==> src/rtl/line_fill_reader.sv <==
// Fills one 256-bit cache line from four 64-bit memory bursts and returns the line plus the addressed word.
// Optional early forwarding of the requested word is enabled by defining LFR_CRITICAL_WORD_EN.
module line_fill_reader #(
  parameter int BURST_WIDTH = 64,
  parameter int NUM_BURSTS  = 4
) (
  input  logic         clk,
  input  logic         rst,
  input  logic         req_read,
  input  logic [31:0]  req_addr,
  output logic         resp,
  output logic         word_valid,
  output logic [31:0]  resp_rdata,
  output logic [255:0] resp_line,
  output logic         pmem_read,
  output logic [31:0]  pmem_address,
  input  logic         pmem_resp,
  input  logic [63:0]  pmem_rdata
);

  localparam int CNT_W = $clog2(NUM_BURSTS);
  localparam logic [CNT_W-1:0] LAST_BURST = CNT_W'(NUM_BURSTS - 1);

  typedef enum logic [1:0] {
    IDLE,
    FILL,
    DONE
  } state_e;

  state_e                                 state_q, state_d;
  logic [CNT_W-1:0]                       burstCnt_q, burstCnt_d;
  logic [31:0]                            addr_q, addr_d;
  logic [NUM_BURSTS-1:0][BURST_WIDTH-1:0] lineBuf_q, lineBuf_d;
  logic                                   accept;
  logic                                   burstWe;
  logic [7:0][31:0]                       lineWords;
  logic [1:0]                             unused_addr_bits;

  assign accept  = (state_q == IDLE) && req_read;
  assign burstWe = (state_q == FILL) && pmem_resp;

  always_ff @(posedge clk) begin
    if (rst) begin
      state_q    <= IDLE;
      burstCnt_q <= '0;
      addr_q     <= '0;
      lineBuf_q  <= '0;
    end else begin
      state_q    <= state_d;
      burstCnt_q <= burstCnt_d;
      addr_q     <= addr_d;
      lineBuf_q  <= lineBuf_d;
    end
  end

  always_comb begin
    state_d = state_q;
    case (state_q)
      IDLE:    if (req_read) state_d = FILL;
      FILL:    if (pmem_resp && (burstCnt_q == LAST_BURST)) state_d = DONE;
      DONE:    state_d = IDLE;
      default: state_d = IDLE;
    endcase
  end

  // Every accept starts from an empty buffer so stale words from the previous line never leak out.
  always_comb begin
    burstCnt_d = burstCnt_q;
    addr_d     = addr_q;
    lineBuf_d  = lineBuf_q;
    if (accept) begin
      addr_d     = req_addr;
      burstCnt_d = '0;
      lineBuf_d  = '0;
    end else if (burstWe) begin
      lineBuf_d[burstCnt_q] = pmem_rdata;
      if (burstCnt_q != LAST_BURST) begin
        burstCnt_d = burstCnt_q + CNT_W'(1);
      end
    end
  end

  always_comb begin
    pmem_read = (state_q == FILL);
    resp      = (state_q == DONE);
  end

  assign pmem_address     = {addr_q[31:5], 5'b0};
  assign lineWords        = lineBuf_q;
  assign resp_rdata       = lineWords[addr_q[4:2]];
  assign resp_line        = lineBuf_q;
  assign unused_addr_bits = addr_q[1:0];

`ifdef LFR_CRITICAL_WORD_EN
  // The flag rises the cycle after the burst holding the requested word lands in the buffer.
  logic wordValid_q, wordValid_d;

  assign wordValid_d = burstWe && (burstCnt_q == addr_q[4:3]);

  always_ff @(posedge clk) begin
    if (rst) begin
      wordValid_q <= 1'b0;
    end else begin
      wordValid_q <= wordValid_d;
    end
  end

  assign word_valid = wordValid_q;
`else
  assign word_valid = resp;
`endif

endmodule

==> config.mk <==
export PLATFORM = sky130hd
export DESIGN_NAME = line_fill_reader
export DESIGN_NICKNAME = d
export VERILOG_FILES = /design/src/rtl/line_fill_reader.sv
export SDC_FILE = /design/constraint.sdc
export NUM_CORES = 1
export LEC_CHECK = 0
export ABC_AREA = 1
export CORE_MARGIN = 3
export CORE_UTILIZATION = 48
export DETAILED_ROUTE_END_ITERATION = 12
export GPL_TIMING_DRIVEN = 0
export PLACE_DENSITY = 0.81
export SETUP_SLACK_MARGIN = 0.2
export SYNTH_ARGS = -nofsm -noshare
export SYNTH_HDL_FRONTEND = slang
export SYNTH_SLANG_ARGS = --single-unit
==> constraint.sdc <==
create_clock -name clk -period 1.87 [get_ports clk]
set_input_delay 0.187 -clock clk [delete_from_list [all_inputs] [get_ports clk]]
set_output_delay 0.187 -clock clk [all_outputs]
set_load 0.05 [all_outputs]
==> run summary <==
synthesized area per cell: 6.04 um^2
fin crit share: 1.22
crit-path max FO: 10
post-DR wirelength/cell: 21.8 um
placed instance count: 3,232
Worst VDD drop: 0.000794 V
H-tree depth: 1
failing checks: negative setup slack
I/O Pins: 423
vias in the first global route: 17,200
worst-skew pair later-pin latency: 580 ps
Net Switching: 0.00501 W
Area Overhead vs Synth: 45.9%
vias per cell: 5.43
Main synth FF type: dfxtp_1
num rows: 63
top cells by area, synth: dfxtp_1, nand2_1, nor2_1
hold depth: 3
Comb power frac: 0.204
max-slew violation count: 0
post-synthesis cell type count: 19
worst setup margin: -406 ps
TritonCTS Buffers: 31
Storage cell area: 5820 um^2
cell area after synthesis: 14,600 um^2
Final nets: 2,993
count leader, synth: nand2_1
CP arrival: 2090 ps
CTS Buffer Depth: 3
Cells after Synth: 2,424
Slew headroom: 0.636
skew final: 23.7 ps
Starting Density: 0.490
Leak: 11.3 nW
maxcap violations: 0
filler instances: 2,457
Final Core Density: 0.715
Total GRT Usage: 0.414
clk sinks: 290
Finished Layout Cells: 3,306
top cells by count, synth: nand2_1, nor2_1, dfxtp_1, inv_1, nand3_1
Synth area leader: dfxtp_1
YS warnings: 0
RSZ-0062 raised after global routing: yes
CTS tree: done
R2R Path End: resp_line[182]
CTS clk-pin slew, worst paths: 70 ps
clk root buf: clkbuf_16
Seq cells post-synth: 290
drt pass-1 iters: 7
outcome: finished, violations left
Hold Slack: 157 ps
layout cells sized above 1: 0.170
PortBufs: 414
type of element launching the critical path: flop
post-route minimum period: 2280 ps
die area: 32,600 um^2
Worst EP required: 1680 ps
area of the multi-input gates: 7150 um^2
pin count of the biggest net entering global routing: 16
initial antenna violation count: 1
die height: 181 um
sw frac: 0.312
CP endpoint kind: output port
Reg2Reg Setup Slack: 220 ps
routability cong.: 0.996
Yosys top cell area share: 0.396
r2r startpoint: burstCnt_q[0]
P per Cell Area: 752 nW/um^2
Peak Freq: 439 MHz
asr flop ratio synth: 0
# setup viols final: 32
post-synthesis sequential area ratio: 0.396
Hold Vio Cnt, Final: 0
Setup CP Type: reg -> out
total core area: 29,900 um^2
detailed placer's ending HPWL: 54,900 um
antenna-violating nets left: 0
sequential power share: 0.397
internal power: 0.0111 W
grt ovf: 0
die extent in x: 181 um
Post-synth EDFFs: 0
Hold Crit Start: req_addr[30]
first-pass GRT wire length: 103,000 um
routed vias: 18,000
drt total wl: 72,100 um
Starting DRT DRC Count: 2,222
hold endpoint: addr_q[30]
clock share of power: 0.399
Post-route DRC: 0
Hold/Removal Path Class: in -> reg
R2R depth: 9
Slew @ Worst Pin: 548 ps
-- cells by family (layout without fill, tap and decap cells) --
family                   Yosys count  count (layout)  synth area share
AO/OA/AOI/OAI                     31              31            0.0106
flip-flops                       290             290             0.396
adder cells (fa/ha/maj)            4               4           0.00342
buffers and inverters            447             933             0.136
other                              1               7          0.000256
AND/OR/NAND/NOR                 1651            1651             0.453
-- state kept, by name, indices dropped and copies added (netlist names) --
signal and cells:
addr_q 30, burstCnt_q 2, state_q 2, resp_line 256
-- worst max-delay path, stage by stage (launching register included) --
cell       delay (ps)
dfxtp_4           420
inv_6              60
clkbuf_16         170
buf_12            160
nand2_2            70
nand3_1            90
nand2_1           100
nand2_1            80
nand2_2           160
buf_8             170
-- worst max path at each step --
stage / startpoint / end / slack [ps] / cells past startpoint
3_3_place_gp: addr_q[4] / resp_rdata[1] / -830 / 6
2_1_floorplan: state_q[1] / word_valid / 270 / 3
5_1_grt: addr_q[2] / resp_rdata[17] / -370 / 9
6_report: addr_q[2] / resp_rdata[17] / -410 / 9
3_5_place_dp: addr_q[4] / resp_rdata[1] / -830 / 6
4_1_cts: addr_q[2] / resp_rdata[26] / -250 / 8
-- power groups by stage --
stage	combinational, W	sequential (W)	clock, W
detailed placement	0.00288	0.00651	0
CTS	0.00308	0.00637	0.00633
global placement	0.00285	0.00650	0
finish	0.00327	0.00638	0.00642
global route	0.00341	0.00638	0.00658
floorplan	0.00147	0.00673	0
-- placed cells by master (no fill, tap or decap), types with 61 or more instances in the layout --
cell type          n
buf_4             71
clkdlybuf4s15_1   61
clkdlybuf4s15_2   87
clkdlybuf4s50_1   96
dfxtp_1          285
dlygate4sd2_1     91
inv_1            261
nand2_1          859
nand3_1          122
nand3b_1          64
nor2_1           517
-- metal layers --
| layer | wire (um) | up-vias | track usage |
|---|---|---|---|
| met5 | 0 | - | 0 |
| met4 | 6050 | 0 | 0.285 |
| met3 | 7940 | 341 | 0.0898 |
| met2 | 32600 | 1293 | 0.681 |
| met1 | 25500 | 8252 | 0.483 |
| li1 | - | 8080 | - |
-- area by class of cell --
class | instances | share of cell area
Antenna cell | 2 | 0.000234
Buffer | 180 | 0.0738
Clock buffer | 44 | 0.0423
Clock inverter | 14 | 0.00650
Inverter | 267 | 0.0473
Multi-Input combinational cell | 1691 | 0.335
Sequential cell | 290 | 0.272
Tap cell | 390 | 0.0228
Timing Repair Buffer | 428 | 0.200
-- what timing repair did --
action,4_1_cts,5_1_grt
setup endpoints to repair,572,336
pin swaps,19,27
hold buffers,1,0
gates resized for setup,1018,236
cloned,2,5
setup buffers,4,2
hold endpoints to repair,1,0
-- through the flow --
step           worst slack, ps  instance area [um^2]  setup TNS [ps]  power, W
2_1_floorplan              266                 14700               0   0.00820
3_3_place_gp              -830                 19300          -45260   0.00935
3_5_place_dp              -827                 19300          -56910   0.00938
4_1_cts                   -250                 21100           -6840    0.0158
5_1_grt                   -369                 21400           -8860    0.0164
6_report                  -406                 21400           -8390    0.0161
Power figures use the tool's default switching activity.
